--- config.mk ---
export PLATFORM = sky130hd
export DESIGN_NAME = mem_axi_bridge
export DESIGN_NICKNAME = d
export VERILOG_FILES = /design/src/rtl/mem_axi_bridge.sv
export SDC_FILE = /design/constraint.sdc
export NUM_CORES = 1
export LEC_CHECK = 0
export CORE_MARGIN = 1
export CORE_UTILIZATION = 39
export DETAILED_ROUTE_END_ITERATION = 10
export MAX_ROUTING_LAYER = met4
export PLACE_DENSITY = 0.84
export SLEW_MARGIN = 20
export SYNTH_ARGS = -nofsm -noshare
export SYNTH_HDL_FRONTEND = slang
export SYNTH_SLANG_ARGS = --single-unit
--- constraint.sdc ---
create_clock -name clk -period 4.26 [get_ports clk]
set_input_delay 0.639 -clock clk [delete_from_list [all_inputs] [get_ports clk]]
set_output_delay 0.639 -clock clk [all_outputs]
set_load 0.05 [all_outputs]
--- src/rtl/mem_axi_bridge.sv ---
// mem_axi_bridge: single-outstanding memory-stage request to AXI4-Lite master bridge.
// Define MEM_AXI_BRIDGE_RESP_ERR_EN to report non-OKAY responses on bus_error.
module mem_axi_bridge (
    input  logic        clk,
    input  logic        rst,
    input  logic        request_enable,
    input  logic        mode,
    input  logic [31:0] addr,
    input  logic [31:0] wdata,
    input  logic [3:0]  wstrb,
    output logic        response_enable,
    output logic [31:0] data,
    output logic [31:0] m_awaddr,
    output logic        m_awvalid,
    input  logic        m_awready,
    output logic [31:0] m_wdata,
    output logic [3:0]  m_wstrb,
    output logic        m_wvalid,
    input  logic        m_wready,
    input  logic [1:0]  m_bresp,
    input  logic        m_bvalid,
    output logic        m_bready,
    output logic [31:0] m_araddr,
    output logic        m_arvalid,
    input  logic        m_arready,
    input  logic [31:0] m_rdata,
    input  logic [1:0]  m_rresp,
    input  logic        m_rvalid,
    output logic        m_rready,
    output logic        bus_error
);
    localparam logic [2:0] IDLE = 3'd0, RD_ADDR = 3'd1, RD_DATA = 3'd2, WR_REQ = 3'd3, WR_RESP = 3'd4;
    logic [2:0] state;
    logic aw_left, w_left, rerr, berr;
    // a write channel stays pending until its own handshake completes
    assign aw_left = m_awvalid & ~m_awready;
    assign w_left  = m_wvalid & ~m_wready;
`ifdef MEM_AXI_BRIDGE_RESP_ERR_EN
    assign rerr = |m_rresp;
    assign berr = |m_bresp;
`else
    logic unused_resp;
    assign unused_resp = ^{m_rresp, m_bresp};
    assign rerr = 1'b0;
    assign berr = 1'b0;
`endif
    always_ff @(posedge clk or posedge rst) begin
        if (rst) begin
            state           <= IDLE;
            response_enable <= 1'b0;
            bus_error       <= 1'b0;
            data            <= '0;
            m_awaddr        <= '0;
            m_araddr        <= '0;
            m_wdata         <= '0;
            m_wstrb         <= '0;
            m_awvalid       <= 1'b0;
            m_wvalid        <= 1'b0;
            m_bready        <= 1'b0;
            m_arvalid       <= 1'b0;
            m_rready        <= 1'b0;
        end else begin
            response_enable <= 1'b0;
            bus_error       <= 1'b0;
            case (state)
                IDLE: if (request_enable) begin
                    m_awaddr <= addr;
                    m_araddr <= addr;
                    m_wdata  <= wdata;
                    m_wstrb  <= wstrb;
                    if (mode) begin
                        m_awvalid <= 1'b1;
                        m_wvalid  <= 1'b1;
                        state     <= WR_REQ;
                    end else begin
                        m_arvalid <= 1'b1;
                        state     <= RD_ADDR;
                    end
                end
                RD_ADDR: if (m_arready) begin
                    m_arvalid <= 1'b0;
                    m_rready  <= 1'b1;
                    state     <= RD_DATA;
                end
                RD_DATA: if (m_rvalid) begin
                    data            <= m_rdata;
                    response_enable <= 1'b1;
                    bus_error       <= rerr;
                    m_rready        <= 1'b0;
                    state           <= IDLE;
                end
                WR_REQ: begin
                    m_awvalid <= aw_left;
                    m_wvalid  <= w_left;
                    if (!aw_left && !w_left) begin
                        m_bready <= 1'b1;
                        state    <= WR_RESP;
                    end
                end
                WR_RESP: if (m_bvalid) begin
                    response_enable <= 1'b1;
                    bus_error       <= berr;
                    m_bready        <= 1'b0;
                    state           <= IDLE;
                end
                default: state <= IDLE;
            endcase
        end
    end
endmodule
* Word level (Yosys, flattened, before mapping)
Index checks and enable logic that the tools add are counted.
** Word-level totals
- Bits of input ports :: 113
- Output and inout port bits :: 139
- Register bits :: 109
** Cells by class
- Reduce and logical (&&, ||, !) cells :: 15
- Equal/unequal tests :: 11
- Bitwise operators :: 4
- Muxes and demuxes :: 24
** Operators by type and width (number)
- two-way mux 3 bit :: 5
- one-hot mux 3 bit (5 select lines) :: 1
- inequality test 2 bit, second input constant :: 7
- one-hot mux 1 bit (2 select lines) :: 6
- two-way mux 1 bit :: 11
- AND reduction 3 bit :: 3
- nonzero test 2 bit :: 4
- == test 3 x 2 -> 1 bit, second input constant :: 2
- AND reduction 5 bit :: 1
- AND reduction 2 bit :: 2
- AND reduction 4 bit :: 1
- == test 3 x 1 -> 1 bit, second input constant :: 1
- == test 3 bit, second input constant :: 1
- logical NOT 3 bit :: 1
- AND 1 bit :: 2
- logical NOT 1 bit :: 2
- two-way mux 2 bit :: 1
- NOT 1 bit :: 2
- logical AND 1 bit :: 1

* Depth between registers and ports, before layout
Gate-level depths: netlist (run 1).
- Depth in word-level cells :: 6
- Gate-level depth with buffers :: 5
- Mapped depth without buffers :: 3

* Least setup slack after synthesis (run 1)
Ideal clock, no wire load.
- Path kind :: input port to flip-flop
- From :: input request_enable
- To :: register m_araddr[10]
- Stages :: 3
- Slack :: 2525 ps
- Setup time :: 125 ps
- Path buffers :: 1
- Required time :: 4135 ps
- Data arrival time :: 1610 ps
- Path through :: nor4b_4 > buf_6 > mux2_2
** On the way
- Cells in the longest elaborated chain, start to end :: 1
** Ends and longest elaborated chain
- start: declaration :: RTL line 6 : input logic request_enable,
- AND reduction 2 bit (no source line)
- end signal: assignment :: RTL line 68 : m_araddr <= addr;
- end: declaration :: RTL line 23 : output logic [31:0] m_araddr,
Every way passes these cells.
A chain may end at the register's enable or synchronous reset.

==> flow_metrics.tcl, run 1 <==
set metrics [dict create \
    fill_cells 840 \
    grt_pass1_wl_microns 15700 \
    drtAntennaViolNets 0 \
    die_x_microns 109 \
    grt_use_total_pct 17.9 \
    layout.area.seq_sq_um 2730 \
    critPathBufInv 1 \
    drc 0 \
    ys_seq_area_share_pct 60.6 \
    cts_sinks 109 \
    finalCriticalPeriod_ns 2.20 \
    grt_max_degree 62 \
    syn2layout_area_growth_pct 58.9 \
    insertion_delay_ns 0.33 \
    synth_top_area_share_pct 60.6 \
    ys_top_cells_by_area "dfrtp_1, mux2_2, buf_4" \
    post-route-util_pct 64.9 \
    finalWeightedCongestion 0.743 \
    fin_crit_sh_pct 51.6 \
    htree_num_levels 3 \
    critPathTopFamily "buffers and inverters" \
    cts.path.max_buffers 2 \
    antenna_found_initial 0 \
    routed_wl_microns 10700 \
    max_stage_delay_ns 0.83 \
    multi_input_comb_area_sq_um 1390 \
    synth_nets 404 \
    ys_seq_elements 109 \
    root_buffer "clkbuf_16" \
    crit_fanout 3 \
    start_util_pct 40.8 \
    hold_viol 0 \
    ioPinCount 252 \
    worstHoldPathType "reg -> reg" \
    avgSynthCellArea_sq_um 15.5 \
    crit_path_end_kind "output port" \
    final_common_cell "clkdlybuf4s50_1" \
    outcome "complete, no violations" \
    synth_area_sq_um 4500 \
    layout.nets 619 \
    drv_cap 0 \
    dpl.hpwl_microns 8040 \
    drt-vias-per-instance 4.80 \
    final_cell_mix "clkdlybuf4s50_1, dfrtp_1, mux2_2, clkbuf_16, mux2_4" \
    wl_per_cell_microns 16.4 \
    fin_skew_ns 0.00682 \
    cts_hold_buf 0 \
    clkSlewWorstSetupHoldPaths_ns 0.07 \
    postSynthCellCount 291 \
    dieArea_sq_um 12000 \
    post_cts_buffers 0 \
    gr-total-overflow 0 \
    drive_gt1_share_pct 24.3 \
    synth_top_area_cell "dfrtp_1" \
    num_rows 38 \
    worstSetupPathType "reg -> out" \
    antenna_cells 0 \
    required_ns 3.62 \
    setup_violations 0 \
    port-buffer-count 246 \
    maxSlewHeadroom_pct 57.9 \
    cts_tree "done" \
    cts-resized-gates 0 \
    cp_slowest_cell "clkdlybuf4s50_1" \
    rsz0062_at_grt "false" \
    cts_buffers 9 \
    core_sq_um 11000 \
    drtPass1Iterations 4 \
    ys.warnings.count 0 \
    ys_types 30 \
    tns_ns 0 \
    fp.dieH_microns 109 \
    grt_pass1_vias 3151 \
    via_count 3122 \
    cp_cell_sequence "clkdlybuf4s50_1" \
    slew_violations 0 \
    fmax_ghz 0.455 \
    tightest_slew_ns 0.631 \
    crit_path_start_kind "register" \
    crit_arrival_ns 1.56 \
    initialDrtViolationCount 92 \
]
-- worst paths after layout --
path / from / endpoint / slack [ns] / depth (start not counted)
worst max-delay path: m_araddr[1] / m_awaddr[1] / 2.06 / 1
worst min-delay path: data[5] / data[5] / 0.49 / 1
worst max register to register: state[0] / m_wdata[13] / 2.30 / 3
worst min register to register: data[5] / data[5] / 0.49 / 1
max in group asynchronous: rst / m_wstrb[0] / 2.78 / 3
min in group asynchronous: rst / m_araddr[28] / 0.73 / 2
-- registers in the layout, indices dropped and copies added, names as in the netlist --
signal / count
data: 32
m_araddr: 32
m_arvalid: 1
m_awvalid: 1
m_bready: 1
m_rready: 1
m_wdata: 32
m_wstrb: 4
m_wvalid: 1
response_enable: 1
state: 3
-- synthesized netlist by cell type --
master     number
mux2_1          2
o21bai_1        1
mux2_4          8
mux2_2         90
buf_4          36
or3b_2          1
a21oi_1         1
dfrtp_1       109
nand2_1         2
or2b_1          1
a21oi_2         1
nand2b_1        1
a2bb2oi_1       1
nor2_1          3
o21ai_0         3
buf_6           9
o2bb2ai_1       1
clkbuf_1        1
nor2_2          1
nand3b_1        1
a32o_1          1
inv_1           2
nor2b_1         5
a31oi_1         3
nor4b_4         1
o211ai_1        1
nand3_1         1
or4b_2          1
a22o_1          2
conb_1          1
-- per-stage QoR --
stage / cell area [sq um] / std cells / hold slack (ns) / worst slack, ns
floorplan: 4500 / 291 / 0.517 / 0.747
global placement: 6810 / 635 / 0.472 / 1.79
detailed placement: 6810 / 635 / 0.478 / 1.76
CTS: 7160 / 651 / 0.494 / 2.04
global route: 7160 / 651 / 0.523 / 2.00
finish: 7160 / 651 / 0.486 / 2.06
-- kinds of logic after synthesis --
kind of cell           count (synthesis)  share of synthesized area, %
flip-flops                           109                          60.6
multiplexers                         100                          25.7
other                                  1                        0.0833
buffers and inverters                 48                          8.50
AO/OA/AOI/OAI                         15                          2.39
AND/OR/NAND/NOR                       18                          2.78
-- final cells by class --
cell class                      instances  share of cell area [%]
Clock buffer                           13                    3.92
Clock inverter                          3                   0.909
Inverter                                2                   0.140
Multi-Input combinational cell        134                    19.5
Sequential cell                       109                    38.1
Tap cell                              140                    2.45
Timing Repair Buffer                  250                    35.0
-- layer usage --
metal	up-vias	share of wire (%)	track usage, %
met5	-	0	-
met1	1555	39	20.2
met4	0	1.1	5.71
met2	148	52	31.4
met3	12	7.9	4.09
li1	1407	-	-
Power of run 1 is not shown: default switching activity piles up to over one toggle a cycle in this logic, so the estimate is an artifact.
==> inputs of run 2 (changes only) <==
Clock period 4.26 ns to 2.2 ns, I/O delays scaled along.
==> run 2 against run 1 <==
Net effect:
- first-iteration DRC count grew 52%
- critical endpoint is now m_awaddr[0]
- flip-flop and latch count is the same
- critical path type unchanged
- die area is the same
- core utilization is the same
==> flow_metrics.tcl, run 2 (same netlist as run 1, synthesis figures left out) <==
set metrics [dict create \
    outcome "complete, no violations" \
    worstSetupPathType "reg -> out" \
    dp_slack_ns 0.160 \
    layout.nets 621 \
    fmax_ghz 0.526 \
    reg2regPathDepth 3 \
    tightest_slew_ns 0.572 \
    cp-endpoint "m_awaddr[0]" \
    cp_slowest_cell "clkdlybuf4s50_1" \
    cts_buffers 9 \
    grt_max_degree 84 \
    via_count 3084 \
    fin_skew_ns 0.00582 \
    dpl.hpwl_microns 8160 \
    max_stage_delay_ns 0.84 \
    port-buffer-count 246 \
    insertion_delay_ns 0.34 \
    rsz0062_at_grt "false" \
    place_inst 637 \
    fp.dieH_microns 109 \
    timing.critical_path.depth 1 \
    r2r_end "m_araddr[26]" \
    gr-total-overflow 0 \
    start_util_pct 40.8 \
    multi_input_comb_area_sq_um 1390 \
    setup_slack_ns 0.297 \
    drt-vias-per-instance 4.72 \
    wl_per_cell_microns 16.3 \
    reg2reg_from "state[1]" \
    core_sq_um 11000 \
    cts.path.max_buffers 2 \
    setup_violations 0 \
    maxSlewHeadroom_pct 61.8 \
    tns_ns 0 \
    finalNonFillerCells 653 \
    finalCriticalPeriod_ns 1.90 \
    required_ns 1.87 \
    reg_top3 "data: 32 flops, m_araddr: 32 flops, m_wdata: 32 flops" \
    hold_viol 0 \
    syn2layout_area_growth_pct 58.9 \
    critPathBufInv 1 \
    clkSlewWorstSetupHoldPaths_ns 0.07 \
    fill_cells 830 \
    drtPass1Iterations 3 \
    cts_hold_buf 0 \
    num_rows 38 \
    cts-resized-gates 0 \
    cts_tree "done" \
    initialDrtViolationCount 140 \
    drv_cap 0 \
    grt_pass1_vias 3173 \
    final_cell_mix "clkdlybuf4s50_1, dfrtp_1, mux2_2, clkbuf_16, mux2_4" \
    layout.area.seq_sq_um 2730 \
    post_cts_buffers 0 \
    die_x_microns 109 \
    drc 0 \
    final_common_cell "clkdlybuf4s50_1" \
    crit_path_end_kind "output port" \
    antenna_cells 0 \
    worstHoldPathType "in -> async" \
    dieArea_sq_um 12000 \
    grt_pass1_wl_microns 15800 \
    slew_violations 0 \
    drive_gt1_share_pct 24.6 \
    crit_arrival_ns 1.57 \
    drtAntennaViolNets 0 \
    root_buffer "clkbuf_16" \
    cts_sinks 109 \
    crit_path_start_kind "register" \
    ff2ff_setup_slack_ns 0.48 \
    finalWeightedCongestion 0.739 \
    antenna_found_initial 0 \
    crit_fanout 3 \
    routed_wl_microns 10600 \
    ioPinCount 252 \
    grt_use_total_pct 18.2 \
    crit_start "m_araddr[0]" \
    htree_num_levels 3 \
    critPathTopFamily "buffers and inverters" \
    cp_cell_sequence "clkdlybuf4s50_1" \
    fin_crit_sh_pct 86.5 \
]
run 2: per-stage QoR:
step | hold WS [ns] | instance area [sq um] | utilization [%]
floorplan | 0.432 | 4510 | -
CTS | 0.479 | 7160 | 64.9
detailed placement | 0.479 | 6860 | 62.2
global route | 0.506 | 7160 | 64.9
global placement | 0.468 | 6860 | 62.2
finish | 0.472 | 7160 | 64.9
run 2: final cells by class:
type | count | area share, %
clock inverters | 7 | 0.927
clock buffers | 9 | 3.15
well taps | 140 | 2.45
flip-flops and latches | 109 | 38.1
repair buffers | 252 | 35.7
inverters | 2 | 0.157
multi-input cells | 134 | 19.5
run 2: per-layer routing:
metal  vias to the layer above  routed length [microns]  GRT usage, %
met4                         0                      125          6.95
met1                      1508                     4030          20.1
met2                       148                     5690          32.5
met3                        11                      780          3.44
met5                         -                        0             -
li1                       1417                        -             -
run 2: how the worst min path moves through the flow:
stage / end / start
floorplan: m_wvalid / m_wready
global placement: data[5] / data[5]
detailed placement: data[6] / data[6]
CTS: m_wdata[27] / rst
global route: m_araddr[13] / rst
finish: m_araddr[13] / rst
Power of run 2 is left out for the same reason.
